## config.mk

```make
export PLATFORM = sky130hd
export DESIGN_NAME = var_delay_line_flat
export DESIGN_NICKNAME = d
export VERILOG_FILES = /design/src/rtl/var_delay_line_if.sv /design/src/rtl/var_delay_line.sv /design/src/flat_wrapper.sv
export SDC_FILE = /design/constraint.sdc
export NUM_CORES = 1
export LEC_CHECK = 0
export CORE_AREA = 2 2 152 154
export DETAILED_ROUTE_END_ITERATION = 8
export DIE_AREA = 0 0 154 156
export GPL_TIMING_DRIVEN = 0
export PLACE_DENSITY = 0.73
export SLEW_MARGIN = 30
export SYNTH_ARGS = -nofsm -noshare
export SYNTH_HDL_FRONTEND = slang
export SYNTH_HIERARCHICAL = 1
export SYNTH_SLANG_ARGS = --single-unit
export TNS_END_PERCENT = 30
```

## constraint.sdc

```tcl
create_clock -name clk -period 3.6 [get_ports clk]
set_input_delay 0.54 -clock clk [delete_from_list [all_inputs] [get_ports clk]]
set_output_delay 0.54 -clock clk [all_outputs]
set_load 0.005 [all_outputs]
```

## src/rtl/var_delay_line_if.sv

```systemverilog
// Sample bus for var_delay_line: input sample in, delayed sample out.
// master drives in_valid/in_data and observes the delayed sample;
// slave is the delay line itself.
interface var_delay_line_if #(
    parameter int NCH   = 2,
    parameter int WIDTH = 8
);
    logic                 in_valid;
    logic [NCH*WIDTH-1:0] in_data;
    logic                 out_valid;
    logic [NCH*WIDTH-1:0] out_data;

    modport master (output in_valid, in_data, input  out_valid, out_data);
    modport slave  (input  in_valid, in_data, output out_valid, out_data);
endinterface

```

## src/rtl/var_delay_line.sv

```systemverilog
// var_delay_line: NCH x WIDTH runtime-programmable delay line built on a
// MAX_DEPTH-entry circular buffer. An input sample reappears D cycles later,
// where D = clamp(dly_q, 1, MAX_DEPTH). A flush, or any change of D, drops
// every in-flight sample and raises busy for D cycles while the line refills.
// Optional build macro VAR_DELAY_LINE_CNT_EN adds out_cnt, a saturating count
// of cycles with out_valid=1.

// Per-channel data storage. Data is never reset; the shared valid bits
// decide whether a stored word is visible.
module var_delay_line_lane #(
    parameter int WIDTH     = 8,
    parameter int MAX_DEPTH = 16,
    parameter int AW        = 4
) (
    input  logic             clk,
    input  logic [AW-1:0]    wp,
    input  logic [AW-1:0]    rp,
    input  logic [WIDTH-1:0] din,
    input  logic             en_out,
    output logic [WIDTH-1:0] dout
);
    logic [WIDTH-1:0] mem [MAX_DEPTH];

    // write the current sample into the slot under the write pointer
    always_ff @(posedge clk) begin
        mem[wp] <= din;
    end

    assign dout = en_out ? mem[rp] : '0;
endmodule

module var_delay_line #(
    parameter int NCH       = 2,
    parameter int WIDTH     = 8,
    parameter int MAX_DEPTH = 16,
    // derived from MAX_DEPTH; leave at default
    parameter int DW        = $clog2(MAX_DEPTH + 1)
) (
    input  logic            clk,
    input  logic            rst_n,
`ifdef VAR_DELAY_LINE_CNT_EN
    output logic [31:0]     out_cnt,
`endif
    input  logic            flush,
    input  logic [DW-1:0]   dly,
    var_delay_line_if.slave bus,
    output logic            busy
);
    localparam int AW = $clog2(MAX_DEPTH);
    localparam int XW = DW + 1;   // room for wp + MAX_DEPTH before wrapping

    typedef enum logic {IDLE, REFILL} state_t;

    logic [DW-1:0]              dly_q;
    logic [DW-1:0]              d_cur;
    logic [DW-1:0]              d_prev;
    logic [DW-1:0]              cnt;
    logic [AW-1:0]              wp;
    logic [AW-1:0]              wp_nxt;
    logic [AW-1:0]              rp;
    logic [XW-1:0]              rp_x;
    logic                       rp_unused;
    logic [MAX_DEPTH-1:0]       vld_q;
    logic [MAX_DEPTH-1:0]       vld_nxt;
    logic                       chg;
    logic                       evt;
    logic                       out_vld;
    logic [NCH-1:0][WIDTH-1:0]  lane_out;
    state_t                     state;

    // effective delay: 0 behaves as 1, oversize requests saturate
    always_comb begin
        if (dly_q == '0)
            d_cur = DW'(1);
        else if (dly_q > DW'(MAX_DEPTH))
            d_cur = DW'(MAX_DEPTH);
        else
            d_cur = dly_q;
    end

    assign chg = (d_cur != d_prev);
    assign evt = flush | chg;

    // read slot = (wp - D) mod MAX_DEPTH, done by compare so any depth wraps right
    always_comb begin
        if (XW'(wp) >= XW'(d_cur))
            rp_x = XW'(wp) - XW'(d_cur);
        else
            rp_x = XW'(wp) + XW'(MAX_DEPTH) - XW'(d_cur);
    end
    assign rp        = rp_x[AW-1:0];
    assign rp_unused = ^rp_x[XW-1:AW];

    assign wp_nxt = (wp == AW'(MAX_DEPTH - 1)) ? '0 : wp + AW'(1);

    // on a flush/delay change everything in flight dies, but this cycle's sample lands
    always_comb begin
        vld_nxt     = evt ? '0 : vld_q;
        vld_nxt[wp] = bus.in_valid;
    end

    // In the cycle a new delay first takes effect the read slot was filled under
    // the old delay, so the output is suppressed for that one cycle.
    assign out_vld       = vld_q[rp] & ~chg;
    assign bus.out_valid = out_vld;
    assign bus.out_data  = lane_out;

    for (genvar c = 0; c < NCH; c++) begin : g_lane
        var_delay_line_lane #(
            .WIDTH     (WIDTH),
            .MAX_DEPTH (MAX_DEPTH),
            .AW        (AW)
        ) u_lane (
            .clk    (clk),
            .wp     (wp),
            .rp     (rp),
            .din    (bus.in_data[c*WIDTH +: WIDTH]),
            .en_out (out_vld),
            .dout   (lane_out[c])
        );
    end

    // pointer, valid bits and delay history; d_prev restarts at the post-reset D of 1
    always_ff @(posedge clk) begin
        if (!rst_n) begin
            wp     <= '0;
            vld_q  <= '0;
            dly_q  <= '0;
            d_prev <= DW'(1);
        end else begin
            wp     <= wp_nxt;
            vld_q  <= vld_nxt;
            dly_q  <= dly;
            d_prev <= d_cur;
        end
    end

    // refill window: busy for D cycles after any event, a new event restarts it
    always_ff @(posedge clk) begin
        if (!rst_n) begin
            state <= IDLE;
            cnt   <= '0;
            busy  <= 1'b0;
        end else if (evt) begin
            state <= REFILL;
            cnt   <= d_cur;
            busy  <= 1'b1;
        end else if (state == REFILL) begin
            if (cnt == DW'(1)) begin
                state <= IDLE;
                busy  <= 1'b0;
            end else begin
                cnt <= cnt - DW'(1);
            end
        end
    end

`ifdef VAR_DELAY_LINE_CNT_EN
    // saturating count of emitted samples; only reset clears it
    always_ff @(posedge clk) begin
        if (!rst_n)
            out_cnt <= '0;
        else if (out_vld && (out_cnt != 32'hFFFF_FFFF))
            out_cnt <= out_cnt + 32'd1;
    end
`else
    // no output counter in this build
`endif
endmodule

```

## src/flat_wrapper.sv

```systemverilog
// flat-port wrapper written by rule: the top's interface ports become plain ports
module var_delay_line_flat 
#(
    parameter int NCH       = 2,
    parameter int WIDTH     = 8,
    parameter int MAX_DEPTH = 16,
                                               
    parameter int DW        = $clog2(MAX_DEPTH + 1)
)
  (clk, rst_n, flush, dly, busy, bus_in_valid, bus_in_data, bus_out_valid, bus_out_data);
  var_delay_line_if #(.NCH(NCH), .WIDTH(WIDTH)) bus_i ();
  input  logic clk;
  input  logic rst_n;
  input  logic flush;
  input  logic [DW-1:0] dly;
  output logic busy;
  input wire logic [$bits(bus_i.in_valid)-1:0] bus_in_valid;
  input wire logic [$bits(bus_i.in_data)-1:0] bus_in_data;
  output wire logic [$bits(bus_i.out_valid)-1:0] bus_out_valid;
  output wire logic [$bits(bus_i.out_data)-1:0] bus_out_data;
  assign bus_i.in_valid = bus_in_valid;
  assign bus_i.in_data = bus_in_data;
  assign bus_out_valid = bus_i.out_valid;
  assign bus_out_data = bus_i.out_data;
  var_delay_line #(.NCH(NCH), .WIDTH(WIDTH), .MAX_DEPTH(MAX_DEPTH), .DW(DW)) u_core (.clk(clk), .rst_n(rst_n), .flush(flush), .dly(dly), .bus(bus_i), .busy(busy));
endmodule
```

==> impl_metrics.toml, run 1 <==
[logic_synthesis]
synth_top_family_by_area = "multiplexers"
synth_nets = 817
async_flop_share = 0
synth-compound-area-share = 0.0605
synth_flop_cell = "edfxtp_1"
synthAdderAreaFrac = 0.0139
yosysWarnings = 6
synthXorXnorAreaFrac = 0.00574
synthTopCellsByCount = "256 x edfxtp_1, 99 x mux2i_1, 60 x nand2_1"
yosysTopAreaCellShare = 0.630
seq_area_frac_synth = 0.690
synth_cell_types = 46
yosysTopAreaCell = "edfxtp_1"
syn-cell-area_um2 = 12200
synthSimpleGateAreaFrac = 0.0819
synthesis.instances = 779
synth-seq-cells = 293
post-synth-top-count-cell = "edfxtp_1"
synth_mux_area_frac = 0.120
netlist_top_cells_area = "edfxtp_1 63%, mux2i_1 8.1%, dfxtp_1 6.1%"
synth_edf_count = 256
syn_area_per_cell_um2 = 15.7

[place]
gp_congestion = 0.865
dp_hpwl_mm = 17.4
port_buffers = 42
place_inst = 1107
postPlaceCellArea_um2 = 13100

[cells_and_area]
fin_area_um2 = 14500
multi_input_area_um2 = 3800
nFillCells = 1501
finish.utilization = 0.649
area_delta_synth_final_pct = 18.8
final_cells = 1182
drive_above_1_share = 0.232
seq_area_um2 = 8450
antennaDiodeCount = 0
nets = 913

[cts]
cts_buffers = 28
cts-root-buf = "clkbuf_16"
cts_tree = "done"
clock-sinks = 293
cts_htree_levels = 1
cts.path.max_buffers = 3
clk_pin_slew_ns = 0.06
clk_latency_ns = 0.54

[sta]
grt_setup_unrepaired = "yes"
setup_viol = 17
finalCritPeriodShare = 1.21
layout_setup_ws_ns = -0.743
fmax_ghz = 0.230
skew_ns = 0.0105
maxSlewViolCount = 0
max-slew-margin-rel = 0.351
fin_setup_tns_ns = -11.65
worst_slew_pin_slew_ns = 0.968
post-route-min-period_ns = 4.34
whs_ns = 0.493
hold_violations = 0

[min_path]
whs_path_depth = 2
min_path_type = "register to register"
holdPathEnd = "u_core/busy"
hold_start = "u_core/busy"

[floorplanning]
fp.dieW_um = 154
die-height_um = 156
ios = 43
core_area_um2 = 22400
rows = 55
start_util = 0.546
die_area_um2 = 24000

[global_routing]
grt_overflow = 0
grt_pass1_wl_mm = 41.7
grt_pass1_vias = 7381
grt_max_degree = 24
grtUsageTotal = 0.227
antenna_found_initial = 0

[critical_path]
crit_required_ns = 3.06
r2r_start = "u_core/dly_q[1]"
worst_setup_path_start_kind = "register"
r2r_slack_ns = 1.40
rr_worst_depth = 7
crit_type = "register to output pin"
cp_max_fo = 8
crit_path_end_kind = "output pin"
crit_arrival_ns = 3.80
rr_endpoint = "u_core/vld_q[13]"

[routing]
drc_errors = 0
firstDrtPassIters = 4
routed_via_density = 6.14
num_vias = 7261
antenna_left = 0
totalWireLength_mm = 27.3
routedWlPerCell_um = 23.1
drtIter0Drc = 647

[status]
status = "finished with violations"
violations = "negative setup slack"

[power_and_ir_drop]
p_leak_nw = 5.08
ir_drop_v = 0.000368
power_density_nw_per_um2 = 567

[run]
max_cap_viol_count = 0
metrics by stage:
step,setup slack [ns],power (mW)
after global routing,-0.911,8.49
after CTS,-0.902,8.21
final,-0.743,8.22
after floorplan,0.0714,4.65
after global placement,-1.44,4.95
after detailed placement,-1.63,5.00
cell families after synthesis:
kind of cell / Yosys count
buffers and inverters: 45
flip-flops: 293
XOR/XNOR: 8
AND/OR/NAND/NOR: 199
AO/OA/AOI/OAI: 101
multiplexers: 120
adder cells (fa/ha/maj): 13
cell usage in the layout (no fill, tap or decap), types with 7 or more instances in the layout:
cell	synthesis	routed
a22oi_1	41	41
clkdlybuf4s50_1	0	25
buf_4	1	21
dfxtp_1	37	29
nor2_1	24	23
nand2_1	60	56
o32ai_1	16	16
mux4_2	18	18
nand2b_1	25	25
nor3_2	0	12
nor2b_1	11	9
clkbuf_16	0	29
nand3_2	0	12
o21ai_1	6	7
buf_2	11	26
nand3_1	23	7
clkbuf_1	10	9
inv_1	9	7
and2_1	27	27
mux2i_1	99	99
buf_6	8	13
o21ai_0	16	11
ha_1	12	10
edfxtp_1	256	256
final cells by class:
cell class | count | area share
clock buffers | 29 | 0.0500
repair buffers | 68 | 0.0381
inverters | 9 | 0.00233
well taps | 285 | 0.0246
clock inverters | 23 | 0.0198
flip-flops and latches | 293 | 0.582
multi-input cells | 441 | 0.262
plain buffers | 34 | 0.0210
worst max path at each step:
stage                               start          endpoint  slack [ns]  depth (start not counted)
final                     u_core/dly_q[1]  bus_out_data[13]       -0.74                         16
after global placement       u_core/wp[0]  bus_out_data[13]       -1.44                         13
after detailed placement     u_core/wp[0]  bus_out_data[13]       -1.63                         13
after global routing      u_core/dly_q[1]  bus_out_data[15]       -0.91                         16
after floorplan           u_core/dly_q[1]  bus_out_data[13]        0.07                         14
after CTS                 u_core/dly_q[3]  bus_out_data[11]       -0.90                         17
worst max-delay path, stage by stage, from the launching register on:
cell	delay, ns
dfxtp_4	0.36
nor3_4	0.22
o21bai_4	0.08
inv_2	0.08
ha_4	0.14
inv_2	0.04
fa_2	0.65
mux4_2	0.55
mux2i_1	0.17
mux2_4	0.19
nor4_4	0.04
buf_6	0.16
nand2_4	0.16
a21oi_2	0.06
o211ai_1	0.16
nand2_1	0.09
buf_2	0.14
report_power, final:
group	internal, mW	switching (mW)
logic	0.493	0.740
clock network	1.90	1.26
registers	3.78	0.0424
flip-flops by register name (all words and copies together), names as in the netlist:
signal                    flops
u_core/wp                     4
u_core/d_prev                 5
u_core/vld_q                 16
u_core/state                  1
u_core/busy                   1
u_core/dly_q                  5
u_core/cnt                    5
u_core/g_lane.u_lane/mem    256
per-layer routing:
metal / up-vias / share of wire / track usage
li1: 3211 / - / -
met1: 3690 / 0.41 / 0.311
met2: 317 / 0.50 / 0.380
met3: 43 / 0.072 / 0.0375
met4: 0 / 0.017 / 0.0628
met5: - / 0 / 0
repair_timing:
item                                    4_1_cts  5_1_grt
buffers inserted                             14       11
pin swaps                                     5        8
gates resized for setup                     133       13
endpoints found under the setup margin       17       17
hold buffers                                  0        0
Note: power is estimated with default switching activity, not from simulation.
==> run 2, diff against run 1 <==
--- a/config.mk
+++ b/config.mk
@@ -5,11 +5,11 @@
 export SDC_FILE = /design/constraint.sdc
 export NUM_CORES = 1
 export LEC_CHECK = 0
-export CORE_AREA = 2 2 152 154
+export CORE_AREA = 2 2 190 192
 export DETAILED_ROUTE_END_ITERATION = 8
-export DIE_AREA = 0 0 154 156
+export DIE_AREA = 0 0 192 194
 export GPL_TIMING_DRIVEN = 0
-export PLACE_DENSITY = 0.73
+export PLACE_DENSITY = 0.5
 export SLEW_MARGIN = 30
 export SYNTH_ARGS = -nofsm -noshare
 export SYNTH_HDL_FRONTEND = slang
==> run 2 against run 1 <==
The run still ends with negative setup slack left. Clock power rose by 12%. Register-to-register slack better by 0.04 ns. Combinational power about the same. Core utilization is 23 points lower. Sequential cell count did not move. Critical endpoint unchanged.
==> impl_metrics.toml, run 2 (same netlist as run 1, synthesis figures left out) <==
[status]
status = "finished with violations"
violations = "negative setup slack"

[min_path]
holdPathEnd = "u_core/busy"
whs_path_depth = 2
hold_start = "u_core/busy"
min_path_type = "register to register"

[critical_path]
cp_max_fo = 5
crit_type = "register to output pin"
crit_arrival_ns = 3.80
rr_endpoint = "u_core/vld_q[1]"
r2r_slack_ns = 1.44
r2r_start = "u_core/dly_q[1]"
crit_path_end_kind = "output pin"
rr_worst_depth = 7
worst_setup_path_start_kind = "register"
crit_required_ns = 3.06

[cts]
cts_buffers = 34
holdBufCountCts = 0
clk_latency_ns = 0.50
cts.path.max_buffers = 3
cts_htree_levels = 2
cts-root-buf = "clkbuf_16"
cts_tree = "done"
clk_pin_slew_ns = 0.06
clock-sinks = 293

[global_routing]
grt_overflow = 0
grtUsageTotal = 0.157
grt_pass1_vias = 7074
grt_max_degree = 24
antenna_found_initial = 0
grt_pass1_wl_mm = 43.7

[sta]
skew_ns = 0.0130
worst_slew_pin_slew_ns = 0.972
hold_violations = 0
layout_setup_ws_ns = -0.736
max-slew-margin-rel = 0.349
grt_setup_unrepaired = "yes"
setup_viol = 17
finalCritPeriodShare = 1.20
fmax_ghz = 0.231
post-route-min-period_ns = 4.34
maxSlewViolCount = 0
fin_setup_tns_ns = -11.25

[place]
place_inst = 1287
dp_hpwl_mm = 18.3
port_buffers = 42
gp_congestion = 0.855

[cells_and_area]
drive_above_1_share = 0.235
largest_reg_flops = 256
finish.utilization = 0.423
final_common_cell = "edfxtp_1"
nFillCells = 3224
nets = 916
mostFrequentLayoutCells = "256 x edfxtp_1, 99 x mux2i_1, 56 x nand2_1"
antennaDiodeCount = 0
top_register = "u_core/g_lane.u_lane/mem"
final_cells = 1364
top_regs = "u_core/g_lane.u_lane/mem x256, u_core/vld_q x16"
area_delta_synth_final_pct = 21.9

[power_and_ir_drop]
p_leak_nw = 5.16
power_density_nw_per_um2 = 578
ir_drop_v = 0.000284

[routing]
firstDrtPassIters = 4
routedWlPerCell_um = 21.0
drc_errors = 0
totalWireLength_mm = 28.6
antenna_left = 0
num_vias = 6885
routed_via_density = 5.05
drtIter0Drc = 518

[floorplanning]
fp.dieW_um = 192
start_util = 0.347
core_area_um2 = 35200
ios = 43
die-height_um = 194
rows = 69
die_area_um2 = 37200

[run]
max_cap_viol_count = 0
[run 2: cell types whose count changed in the layout (fill, tap and decap cells not counted), moves of 3 or more]
cell | previous run | this run
clkinvlp_4 | 6 | 2
nand3_4 | 4 | 7
buf_4 | 21 | 16
clkinv_1 | 3 | 8
o21ai_2 | 3 | 11
nand3_2 | 12 | 9
o21ai_1 | 7 | 1
buf_6 | 13 | 16
clkbuf_16 | 29 | 35
[run 2: area by class of cell]
class | instances | area [um^2] | share of cell area
sequential | 293 | 8440 | 0.567
clock buffer | 38 | 887 | 0.0596
tap | 461 | 577 | 0.0387
inverter | 9 | 33.8 | 0.00227
clock inverter | 23 | 268 | 0.0180
multi-input combinational | 441 | 3840 | 0.258
buffer | 34 | 305 | 0.0205
timing repair buffer | 65 | 538 | 0.0361
[run 2: report_power, final]
group / switching, mW / internal, mW / total, mW
registers: 0.0410 / 3.78 / 3.82
clock network: 1.34 / 2.21 / 3.54
logic: 0.753 / 0.485 / 1.24
total: 2.13 / 6.47 / 8.60
[run 2: critical path: stages, from the launching register on]
cell and delay [ns]:
dfxtp_4 0.36, nor3_4 0.22, o21bai_4 0.08, inv_2 0.08
ha_4 0.14, inv_2 0.03, fa_2 0.62, mux4_2 0.55
mux2i_1 0.18, mux2_4 0.19, nor4_4 0.04, buf_6 0.17
buf_6 0.13, nand2_8 0.07, a21oi_2 0.03, o211ai_1 0.14
nand2_1 0.11, buf_2 0.14
[run 2: worst max path at each step]
stage / from / end / slack (ns) / depth (start not counted)
5_1_grt: u_core/dly_q[3] / bus_out_data[13] / -0.91 / 17
3_5_place_dp: u_core/wp[0] / bus_out_data[13] / -1.99 / 13
4_1_cts: u_core/dly_q[1] / bus_out_data[6] / -0.94 / 17
2_1_floorplan: u_core/dly_q[1] / bus_out_data[13] / 0.07 / 14
6_report: u_core/dly_q[3] / bus_out_data[13] / -0.74 / 17
3_3_place_gp: u_core/wp[0] / bus_out_data[13] / -1.95 / 13
[run 2: per-layer routing]
| layer | vias up | GRT usage | routed length, um |
|---|---|---|---|
| met5 | - | 0 | 0 |
| met4 | 0 | 0.0438 | 597 |
| met3 | 38 | 0.0239 | 1300 |
| met2 | 157 | 0.247 | 13300 |
| met1 | 3477 | 0.226 | 13400 |
| li1 | 3213 | - | - |
[run 2: per-stage QoR]
stage | setup slack (ns) | hold slack, ns | power [mW] | cell area, um^2
after floorplan | 0.0714 | 0.474 | 4.65 | 12200
after global placement | -1.95 | 0.489 | 5.03 | 13200
after detailed placement | -1.99 | 0.481 | 5.05 | 13300
after CTS | -0.941 | 0.497 | 8.69 | 14900
after global routing | -0.912 | 0.545 | 8.93 | 14900
final | -0.736 | 0.492 | 8.60 | 14900
[run 2: timing repair]
action / CTS / global route
pin swaps: 11 / 10
setup buffers: 15 / 3
gates resized for setup: 141 / 11
setup endpoints to repair: 17 / 17
==> run 3, diff against run 2 <==
--- a/config.mk
+++ b/config.mk
@@ -6,6 +6,7 @@
 export NUM_CORES = 1
 export LEC_CHECK = 0
 export CORE_AREA = 2 2 190 192
+export CTS_CLUSTER_DIAMETER = 60
 export DETAILED_ROUTE_END_ITERATION = 8
 export DIE_AREA = 0 0 192 194
 export GPL_TIMING_DRIVEN = 0
==> run 3 against run 2 <==
The flow still finishes with violations (negative setup slack). Cell area decreased by 0.50%. Cell count decreased by 0.22%. Critical endpoint is now bus_out_data[12]. Core utilization fell by 0.21 points. Sequential power barely moved. First-iteration DRC count increased by 4.4%. Combinational power about the same. Largest cell class unchanged. Setup slack got worse by 0.028 ns.
==> impl_metrics.toml, run 3 (same netlist as run 1, synthesis figures left out) <==
[routing]
totalWireLength_mm = 28.5
routed-wl-met2_mm = 13.3
wl_met1_mm = 13.1
drtIter0Drc = 541
antenna_left = 0
dr.max_layer_used = "met4"
routed_via_density = 5.00
num_vias = 6811
met3_length_mm = 1.55
drc_errors = 0
routedWlPerCell_um = 20.9
firstDrtPassIters = 5

[global_routing]
grtUsageTotal = 0.157
antenna_found_initial = 0
grt_pass1_vias = 7095
grt_pass1_wl_mm = 43.6
grt_overflow = 0
grt_max_degree = 24

[power_and_ir_drop]
ir_drop_v = 0.000243
p_int_mw = 6.21
power.share.sequential = 0.460
p_leak_nw = 5.11
power_density_nw_per_um2 = 561
p_sw_mw = 2.10
finalPower_mw = 8.31
power_frac_clock = 0.391
power_frac_comb = 0.148
p_sw_frac = 0.253

[critical_path]
crit_arrival_ns = 3.82
cp_max_fo = 5
crit_required_ns = 3.06
crit_type = "register to output pin"
worst_setup_path_start_kind = "register"
rr_worst_depth = 7
crit_path_end_kind = "output pin"
path_cells = "nor3_4, o21bai_4, inv_2, ha_4, inv_2, fa_2, buf_4, mux4_2, mux2i_1, mux2_4, nor4_4, buf_6, nor2b_2, buf_6, nand3_2, o21ai_2, buf_2"
cp_slowest_cell = "fa_2"
slowest_delay_ns = 0.62
r2r_start = "u_core/dly_q[1]"
crit_start = "u_core/dly_q[2]"

[min_path]
whs_path_depth = 2
hold_start = "u_core/busy"
min_path_type = "register to register"

[cells_and_area]
area_delta_synth_final_pct = 21.3
drive_above_1_share = 0.231
top_regs = "u_core/g_lane.u_lane/mem x256, u_core/vld_q x16"
nets = 917
largest_reg_flops = 256
final_common_cell = "edfxtp_1"
mostFrequentLayoutCells = "256 x edfxtp_1, 99 x mux2i_1, 56 x nand2_1"
antennaDiodeCount = 0
top_register = "u_core/g_lane.u_lane/mem"

[cts]
cts.path.max_buffers = 3
cts-root-buf = "clkbuf_16"
cts_htree_levels = 2
clk_pin_slew_ns = 0.05
clk_latency_ns = 0.50
clock-sinks = 293
cts_tree = "done"
holdBufCountCts = 0
cts_buffers = 34

[floorplanning]
start_util = 0.347
die-height_um = 194
die_area_um2 = 37200
ios = 43
rows = 69
fp.dieW_um = 192
core_area_um2 = 35200

[sta]
skew_ns = 0.00737
layout_setup_ws_ns = -0.764
grt_setup_unrepaired = "yes"
finalCritPeriodShare = 1.21
hold_violations = 0
maxSlewViolCount = 0
fmax_ghz = 0.229
setup_viol = 17
fin_setup_tns_ns = -11.87
post-route-min-period_ns = 4.36
max-slew-margin-rel = 0.363
worst_slew_pin_slew_ns = 0.951

[status]
status = "finished with violations"
violations = "negative setup slack"

[run]
max_cap_viol_count = 0

[place]
dp_hpwl_mm = 18.3
gp_congestion = 0.855
port_buffers = 42
[run 3: metal layers]
layer | up-vias | global-route usage
met5 | - | 0
met4 | 0 | 0.0452
met3 | 47 | 0.0243
met2 | 145 | 0.245
met1 | 3408 | 0.226
li1 | 3211 | -
[run 3: worst max-delay path, delay by kind of cell, from the launching register on]
kind            cells  cell delay, ns
mux                 3            0.54
simple gates        4            0.74
compound gates      2            0.17
buf+inv             6            0.76
flops               1            0.36
fa+ha+maj           2            0.76
[run 3: path summary, 6_finish.rpt]
path	end	slack (ns)
worst min-delay path	u_core/busy	0.49
worst max register to register	u_core/vld_q[1]	1.43
worst min register to register	u_core/busy	0.49
worst max-delay path	bus_out_data[12]	-0.76
[run 3: timing repair]
action | in CTS | in global routing
resized for setup | 144 | 11
buffers inserted | 15 | 3
endpoints found under the hold margin | 0 | 0
pin swaps | 11 | 9
setup endpoints to repair | 17 | 17
gates cloned | 0 | 0
[run 3: per-stage QoR]
stage | setup slack [ns] | utilization | hold slack (ns) | cell area [um^2] | cells
3_5_place_dp | -1.99 | 0.379 | 0.481 | 13300 | 1287
3_3_place_gp | -1.95 | 0.375 | 0.489 | 13200 | 1282
2_1_floorplan | 0.0714 | - | 0.474 | 12200 | 779
4_1_cts | -0.936 | 0.419 | 0.496 | 14800 | 1359
5_1_grt | -0.921 | 0.421 | 0.544 | 14800 | 1361
6_report | -0.764 | 0.421 | 0.493 | 14800 | 1361
[run 3: power groups by stage]
stage | registers (mW) | clock network (mW) | logic, mW
2_1_floorplan | 3.88 | 0 | 0.766
3_3_place_gp | 3.90 | 0 | 1.14
3_5_place_dp | 3.90 | 0 | 1.15
4_1_cts | 3.83 | 3.33 | 1.24
5_1_grt | 3.83 | 3.47 | 1.34
6_report | 3.82 | 3.25 | 1.23
[run 3: layout make-up]
type	instances	area [um^2]
well taps	461	577
clock buffers	45	956
repair buffers	65	544
plain buffers	35	314
inverters	9	33.8
fillers	3233	20400
multi-input cells	441	3850
clock inverters	12	95.1
flip-flops and latches	293	8440
